File: src/rtl/ara_pe_issue_queue.sv
// Per-PE in-order issue queue: buffers sequencer requests for one VFU group and
// releases the head once its hazards clear. Optional: ARA_ISSUE_QUEUE_CHAINING_EN.
package ara_pe_issue_queue_pkg;
  localparam int unsigned NrVInsn = 8;
  localparam int unsigned IdW     = $clog2(NrVInsn);

  typedef enum logic [2:0] {
    VFU_None,
    VFU_Alu,
    VFU_MFpu,
    VFU_SlideUnit,
    VFU_MaskUnit,
    VFU_LoadUnit,
    VFU_StoreUnit
  } vfu_e;

  typedef struct packed {
    logic [IdW-1:0]     id;
    vfu_e               vfu;
    logic [7:0]         op;
    logic [NrVInsn-1:0] hazard_vs1;
    logic [NrVInsn-1:0] hazard_vs2;
    logic [NrVInsn-1:0] hazard_vm;
    logic [NrVInsn-1:0] hazard_vd;
  } pe_req_t;
endpackage

module ara_pe_issue_queue
  import ara_pe_issue_queue_pkg::*;
#(
  parameter int unsigned NrVInsn    = ara_pe_issue_queue_pkg::NrVInsn,
  parameter int unsigned Depth      = 4,
  parameter vfu_e        AcceptVfu0 = VFU_Alu,
  parameter vfu_e        AcceptVfu1 = VFU_MFpu
) (
  input  logic               clk_i,
  input  logic               rst_ni,
  input  pe_req_t            pe_req_i,
  input  logic               pe_req_valid_i,
  output logic               pe_req_ready_o,
  input  logic [NrVInsn-1:0] vinsn_done_i,
  output pe_req_t            issue_req_o,
  output logic               issue_valid_o,
  input  logic               issue_ready_i,
  output logic [NrVInsn-1:0] queued_vinsn_o,
  output logic               empty_o
);
  localparam int unsigned PtrW = $clog2(Depth);
  localparam int unsigned CntW = PtrW + 1;

  logic [PtrW-1:0] wr_ptr, rd_ptr;
  logic [CntW-1:0] count;
  logic [Depth-1:0] valid_q;
  pe_req_t         mem [Depth];
  pe_req_t         head;
  logic            match, push, pop, blocked;

  always_comb begin
    head           = mem[rd_ptr];
    pe_req_ready_o = (count != CntW'(Depth));
    match          = (pe_req_i.vfu == AcceptVfu0) || (pe_req_i.vfu == AcceptVfu1);
    push           = pe_req_valid_i && pe_req_ready_o && match;
    empty_o        = (count == '0);
`ifdef ARA_ISSUE_QUEUE_CHAINING_EN
    // Source-operand hazards are resolved downstream by operand chaining.
    blocked        = |head.hazard_vd;
`else
    blocked        = |(head.hazard_vs1 | head.hazard_vs2 | head.hazard_vm | head.hazard_vd);
`endif
    issue_valid_o  = !empty_o && !blocked;
    issue_req_o    = empty_o ? '0 : head;
    pop            = issue_valid_o && issue_ready_i;
  end

  always_comb begin
    queued_vinsn_o = '0;
    for (int i = 0; i < Depth; i++) begin
      if (valid_q[i]) queued_vinsn_o |= {{(NrVInsn-1){1'b0}}, 1'b1} << mem[i].id;
    end
  end

  // NOTE: the payload array carries no reset; valid_q and count alone define
  // which entries are live, and outputs are gated on them.
  always_ff @(posedge clk_i) begin
    for (int i = 0; i < Depth; i++) begin
      mem[i].hazard_vs1 <= mem[i].hazard_vs1 & ~vinsn_done_i;
      mem[i].hazard_vs2 <= mem[i].hazard_vs2 & ~vinsn_done_i;
      mem[i].hazard_vm  <= mem[i].hazard_vm  & ~vinsn_done_i;
      mem[i].hazard_vd  <= mem[i].hazard_vd  & ~vinsn_done_i;
    end
    if (push) begin
      // Mask on write so a completion coinciding with the accept is not lost.
      mem[wr_ptr]            <= pe_req_i;
      mem[wr_ptr].hazard_vs1 <= pe_req_i.hazard_vs1 & ~vinsn_done_i;
      mem[wr_ptr].hazard_vs2 <= pe_req_i.hazard_vs2 & ~vinsn_done_i;
      mem[wr_ptr].hazard_vm  <= pe_req_i.hazard_vm  & ~vinsn_done_i;
      mem[wr_ptr].hazard_vd  <= pe_req_i.hazard_vd  & ~vinsn_done_i;
    end
  end

  always_ff @(posedge clk_i or negedge rst_ni) begin
    if (!rst_ni) begin
      wr_ptr  <= '0;
      rd_ptr  <= '0;
      count   <= '0;
      valid_q <= '0;
    end else begin
      if (push) begin
        wr_ptr          <= wr_ptr + PtrW'(1);
        valid_q[wr_ptr] <= 1'b1;
      end
      // Push and pop never share a slot: that would need count of 0 or Depth.
      if (pop) begin
        rd_ptr          <= rd_ptr + PtrW'(1);
        valid_q[rd_ptr] <= 1'b0;
      end
      case ({push, pop})
        2'b10:   count <= count + CntW'(1);
        2'b01:   count <= count - CntW'(1);
        default: count <= count;
      endcase
    end
  end
endmodule

File: config.mk
export PLATFORM = sky130hd
export DESIGN_NAME = ara_pe_issue_queue
export DESIGN_NICKNAME = d
export VERILOG_FILES = /design/src/rtl/ara_pe_issue_queue.sv
export SDC_FILE = /design/constraint.sdc
export NUM_CORES = 1
export LEC_CHECK = 0
export CORE_ASPECT_RATIO = 1.2
export CORE_UTILIZATION = 35
export DETAILED_ROUTE_END_ITERATION = 7
export PLACE_DENSITY = 0.62
export SYNTH_ARGS = -nofsm -noshare
export SYNTH_HDL_FRONTEND = slang
export SYNTH_SLANG_ARGS = --single-unit
File: constraint.sdc
create_clock -name clk_i -period 4.2 [get_ports clk_i]
set_clock_uncertainty 0.05 [all_clocks]
set_input_delay 0.84 -clock clk_i [delete_from_list [all_inputs] [get_ports clk_i]]
set_output_delay 0.84 -clock clk_i [all_outputs]
set_load 0.01 [all_outputs]
==> results of run 1 <==
cells in the final DEF, fill, tap and decap left out, types with 3 or more instances in the layout:
cell / count
clkdlybuf4s50_1: 113
nor3_1: 4
o221ai_1: 3
buf_12: 4
clkinv_1: 4
edfxtp_1: 56
clkinv_4: 4
dfrtp_1: 9
nor2b_1: 49
xnor2_1: 3
a21oi_1: 133
mux4_2: 39
inv_6: 4
xor2_1: 3
nor2_1: 10
nor4_2: 6
nand2_1: 271
inv_1: 10
ha_1: 9
mux4_1: 7
buf_4: 12
clkbuf_16: 18
or3_1: 3
nand2b_1: 7
inv_8: 3
dfxtp_1: 128
sequential cells by signal, summed over array words and instances, names as in the netlist:
name	cells
rd_ptr	2
mem	184
wr_ptr	2
valid_q	4
count	3
where the power goes:
group,switching (mW),internal [mW],leakage (nW),total [mW]
combinational,0.911,0.898,1.65,1.81
sequential,0.0987,2.08,1.67,2.18
clock,0.760,0.778,0.264,1.54
total,1.77,3.75,3.58,5.52
worst reg2reg max path, stage by stage, from the launching register on:
cell     delay [ns]
dfrtp_2        0.46
buf_8          0.22
mux4_2         0.54
nor4_1         0.32
buf_4          0.18
nand2_1        0.05
or3_1          0.35
nor3_1         0.24
ha_1           0.23
inv_1          0.06
fa_1           0.37
xor2_1         0.15
nor2_1         0.11
xor2_1         0.15
kinds of logic (layout without fill, tap and decap cells):
kind of cell | Yosys count | after routing | share of synthesized area, %
muxes | 48 | 48 | 12.8
DFF | 195 | 195 | 53.3
adders and majority gates | 10 | 10 | 1.56
and+or+nand+nor | 360 | 360 | 18.9
buffers and inverters | 70 | 178 | 3.48
AOI/OAI and AO/OA | 149 | 149 | 9.35
xor gates and xnor gates | 6 | 6 | 0.620
area by class of cell:
type / count / area [µm²]
multi-input combinational: 573 / 3680
tap: 320 / 400
sequential: 195 / 4520
inverter: 14 / 52.6
fill: 2346 / 13300
clock buffer: 18 / 429
timing repair buffer: 132 / 1350
clock inverter: 14 / 121
stage by stage:
step | setup slack [ns] | instances | util (%) | hold WS, ns | power, mW
after floorplan | 0.838 | 838 | - | 0.382 | 3.32
after global routing | 0.225 | 1266 | 44.2 | 0.418 | 5.80
final | 0.422 | 1266 | 44.2 | 0.401 | 5.52
after CTS | 0.0188 | 1265 | 44.1 | 0.403 | 5.54
after detailed placement | 0.439 | 1233 | 41.7 | 0.393 | 4.00
after global placement | 0.461 | 1233 | 41.7 | 0.388 | 3.99
what timing repair did:
action | CTS | global route
gates resized for setup | 2 | 2
buffers inserted | 0 | 0
endpoints found under the setup margin | 1 | 1
gates cloned | 0 | 1
pin swaps | 0 | 0
metal layers:
metal	up-vias	part of all wire (%)	routed length, µm
met2	238	47	10900
met4	0	1.5	346
met3	27	7.1	1630
li1	3075	-	-
met1	3109	44	10200
met5	-	0	0
worst paths after layout:
path                                  from            end  slack (ns)  cells after the start
worst max-delay path             rd_ptr[0]  issue_valid_o        0.42                      8
worst min-delay path            mem[2][19]     mem[2][19]        0.40                      2
worst max register to register   rd_ptr[0]       count[2]        0.67                     13
worst min register to register  mem[2][19]     mem[2][19]        0.40                      2
max in group asynchronous           rst_ni      rd_ptr[0]        3.02                      1
min in group asynchronous           rst_ni       count[0]        0.69                      1
==> flow_metrics.tcl, run 1 <==
set metrics [dict create \
    run_status "completed" \
    worstSetupPathType "register to output pin" \
    yosysTopAreaCell "dfxtp_1" \
    ir_drop_v 0.000361 \
    root_buffer "clkbuf_16" \
    critPathTopFamily "simple AND/OR/NAND/NOR gates" \
    required_ns 3.31 \
    antenna_found_initial 0 \
    crit_fanout 15 \
    fmax_mhz 265 \
    cts_hold_buf 0 \
    drt_iter0_drc 587 \
    synth_area_mm2 0.00848 \
    io_buffer_count 114 \
    io-pin-count 115 \
    clkTransAtPathRegs_ns 0.07 \
    max_cap_violations 0 \
    relSlewSlack_pct 46.6 \
    final_cell_area_mm2 0.0106 \
    tns_ns 0 \
    cp-start-kind "register" \
    ant_nets 0 \
    hold_class "register to register" \
    drt_pass1_iterations 5 \
    gr-usage-met1_pct 25.9 \
    synth_seq_area_share_pct 53.3 \
    num_vias 6449 \
    met2_usage_pct 30.2 \
    gp_congestion 0.875 \
    ys_warn_count 0 \
    slowest_delay_ns 0.53 \
    synthTopCellsByCount "271 x nand2_1, 133 x a21oi_1, 128 x dfxtp_1, 56 x edfxtp_1, 49 x nor2b_1" \
    critPathBufInv 3 \
    die_w_um 144 \
    cts_tree "yes" \
    synth_cell_type_count 46 \
    area_growth_pct 24.5 \
    grt_overflow_total 0 \
    drive_gt1_share_pct 10.8 \
    grt_pass1_vias 6248 \
    busiest_layer "met2" \
    hold_viol_final 0 \
    die-area_mm2 0.0249 \
    worst_pin_slew_ns 0.797 \
    clkLatencyLatePin_ns 0.44 \
    drt-total-wl_um 23000 \
    cts_inserted_buffers 17 \
    yosys.area.top_type_share_pct 30.2 \
    ys_ff_latch 195 \
    initial_utilization_pct 35.5 \
    netlist_top_cells_area "dfxtp_1 30%, edfxtp_1 20%, nand2_1 12%, mux4_2 10%, a21oi_1 7.8%" \
    die_y_um 173 \
    cp.arrival_ns 2.89 \
    synth-edff-count 56 \
    period_minus_slack_ns 3.78 \
    drc 0 \
    setup_violations 0 \
    grt_setup_unrepaired "no" \
    async_reset_ff_share_pct 5.64 \
    ctsHtreeMaxLevel 4 \
    maxSlewViolCount 0 \
    gr-usage-all-layers_pct 19.0 \
    powerDensity_mw_per_mm2 523 \
    grtUsageMet3_pct 4.06 \
    drt-wirelength-per-cell_um 18.2 \
    rows 62 \
    vias_per_cell 5.09 \
    worstPathCellList "buf_8, mux4_2, nor4_1, buf_4, nand2_1, or3_1, nor2_1, dlymetal6s2s_1" \
    grt_pass1_wl_um 35500 \
    hpwl_um 15000 \
    synth_top_flop_cell "dfxtp_1" \
    clkSinkCount 195 \
    coreArea_mm2 0.0239 \
    grt_max_degree 48 \
    syn_area_per_cell_um2 10.1 \
    cts_buffer_depth 2 \
    timing.final.crit_share_pct 90.0 \
    syn_nets 906 \
    leakage_nw 3.58 \
    n_antenna_cell 0 \
    crit_path_end_kind "output pin" \
    netlist_instances 838 \
    placed_area_mm2 0.00996 \
    final_net_count 1001 \
    yosysMostFrequentCell "nand2_1" \
    cpMaxStageDelayCell "mux4_2" \
]
(Power assumes the default switching activity.)
==> run 2: changes to the inputs <==
Settings changed: CORE_UTILIZATION 35 to 55, PLACE_DENSITY 0.62 to 0.87.
==> run 2 against run 1 <==
Net effect:
- final area down 1.2%
- via count is 6.2% higher
- clock power rose by 3%
- final cell count down 9.2%
- worst hold slack better by 0.0027 ns
- clock-buffer cell count unchanged
- global-route usage increased by 9.6 points
- sequential power about the same
- worst setup slack worse by 0.30 ns
- critical path type unchanged
==> flow_metrics.tcl, run 2 (synthesis results as in run 1) <==
set metrics [dict create \
    largest-register "mem" \
    hold_viol_final 0 \
    clkSinkCount 195 \
    r2r-end "count[2]" \
    leakage_nw 3.58 \
    cp-start-kind "register" \
    post_cts_resized 0 \
    r2r_start "rd_ptr[1]" \
    clkTransAtPathRegs_ns 0.07 \
    antenna_found_initial 0 \
    drive_gt1_share_pct 10.6 \
    worstSetupPathType "register to output pin" \
    final_net_count 1001 \
    fin_util_pct 69.4 \
    worst_pin_slew_ns 0.800 \
    powerDensity_mw_per_mm2 532 \
    drt-wirelength-per-cell_um 19.2 \
    crit_path_end_kind "output pin" \
    cts_buffer_depth 2 \
    grt_pass1_vias 6626 \
    report.power.total_mw 5.55 \
    grt_pass1_wl_um 34700 \
    coreArea_mm2 0.0150 \
    period_minus_slack_ns 4.08 \
    grt_overflow_total 0 \
    hold_class "register to register" \
    die_w_um 115 \
    drt_pass1_iterations 5 \
    cp.arrival_ns 3.19 \
    rrSetupSlack_ns 0.77 \
    io_buffer_count 114 \
    worstRegToRegCells 13 \
    timing.final.crit_share_pct 97.2 \
    grt_setup_unrepaired "no" \
    gp_congestion 0.912 \
    drc 0 \
    io-pin-count 115 \
    cts_tree "yes" \
    final_cell_mix "271 x nand2_1, 133 x a21oi_1, 128 x dfxtp_1" \
    startpoint "rd_ptr[1]" \
    fmax_mhz 245 \
    ctsHtreeMaxLevel 4 \
    mostFrequentLayoutCell "nand2_1" \
    largest_register_ffs 184 \
    maxSlewViolCount 0 \
    reg_top3 "mem (184), valid_q (4), count (3)" \
    tns_ns 0 \
    post-cts-setup-buffer-count 0 \
    grt_max_degree 48 \
    cts_inserted_buffers 17 \
    num_vias 6846 \
    clkLatencyLatePin_ns 0.42 \
    die-area_mm2 0.0159 \
    root_buffer "clkbuf_16" \
    gr-usage-all-layers_pct 28.7 \
    drt-total-wl_um 22100 \
    setup_violations 0 \
    die_y_um 138 \
    ant_nets 0 \
    required_ns 3.31 \
    run_status "completed" \
    ir_drop_v 0.000294 \
    initial_utilization_pct 56.5 \
    max_cap_violations 0 \
    vias_per_cell 5.95 \
    area_growth_pct 23.0 \
    relSlewSlack_pct 46.3 \
    cts_hold_buf 0 \
    n_antenna_cell 0 \
    preCtsSetupSlack_ns 0.551 \
    hpwl_um 14300 \
    drt_iter0_drc 601 \
    setup.worst_path.end "issue_valid_o" \
    rows 49 \
    worst_slack_ns 0.118 \
    crit_fanout 14 \
]
run 2: cell count changes in the layout (fill, tap and decap cells not counted), sizes merged:
cell	change
buf	+1
clkinv	+2
bufinv	+1
clkdlybuf4s50	+1
clkbuf	-1
inv	-3
dlymetal6s2s	-1
run 2: power by group:
| group | leakage [nW] | total [mW] | switching (mW) | internal [mW] |
|---|---|---|---|---|
| logic | 1.63 | 1.77 | 0.879 | 0.889 |
| registers | 1.67 | 2.20 | 0.121 | 2.08 |
| clock network | 0.274 | 1.58 | 0.739 | 0.840 |
run 2: worst min-delay path by stage:
stage	to	depth (start not counted)	from	slack [ns]
2_1_floorplan	mem[1][14]	2	mem[1][14]	0.38
3_3_place_gp	mem[2][19]	2	mem[2][19]	0.39
3_5_place_dp	mem[2][19]	2	mem[2][19]	0.40
4_1_cts	mem[2][27]	2	mem[2][27]	0.41
5_1_grt	mem[2][23]	2	mem[2][23]	0.43
6_report	mem[2][27]	2	mem[2][27]	0.40
run 2: cell type report:
cell class	count	area (µm²)
multi-input cells	573	3670
flip-flops and latches	195	4520
well taps	204	255
repair buffers	132	1340
clock buffers	18	429
clock inverters	14	153
fillers	1070	4590
inverters	14	52.6
run 2: layer usage:
metal | share of wire, % | up-vias | track usage [%]
met1 | 38 | 3232 | 37.1
met2 | 49 | 464 | 47.4
li1 | - | 3075 | -
met3 | 9.9 | 75 | 5.39
met5 | 0 | - | 0
met4 | 3.6 | 0 | 11.1
run 2: worst max-delay path, cell delays in order, from the launching register on:
cell and delay, ns:
dfrtp_4 0.56, buf_4 0.27, mux4_2 0.35, nor4_1 0.31, buf_4 0.18, nand2_1 0.05, or3_1 0.34, nor2_1 0.12
clkdlybuf4s50_1 0.58
run 2: through the flow:
stage	hold WS (ns)	std cells	area, µm²
after floorplan	0.382	838	8480
after CTS	0.405	1150	10400
after global placement	0.388	1118	9840
after global routing	0.427	1150	10400
after detailed placement	0.395	1118	9840
final	0.404	1150	10400
==> run 3: changes to the inputs <==
Settings changed: CTS_CLUSTER_SIZE set to 8.
==> results of run 3 <==
Same layout as run 2: the final DEF is identical, and so are final timing and power.
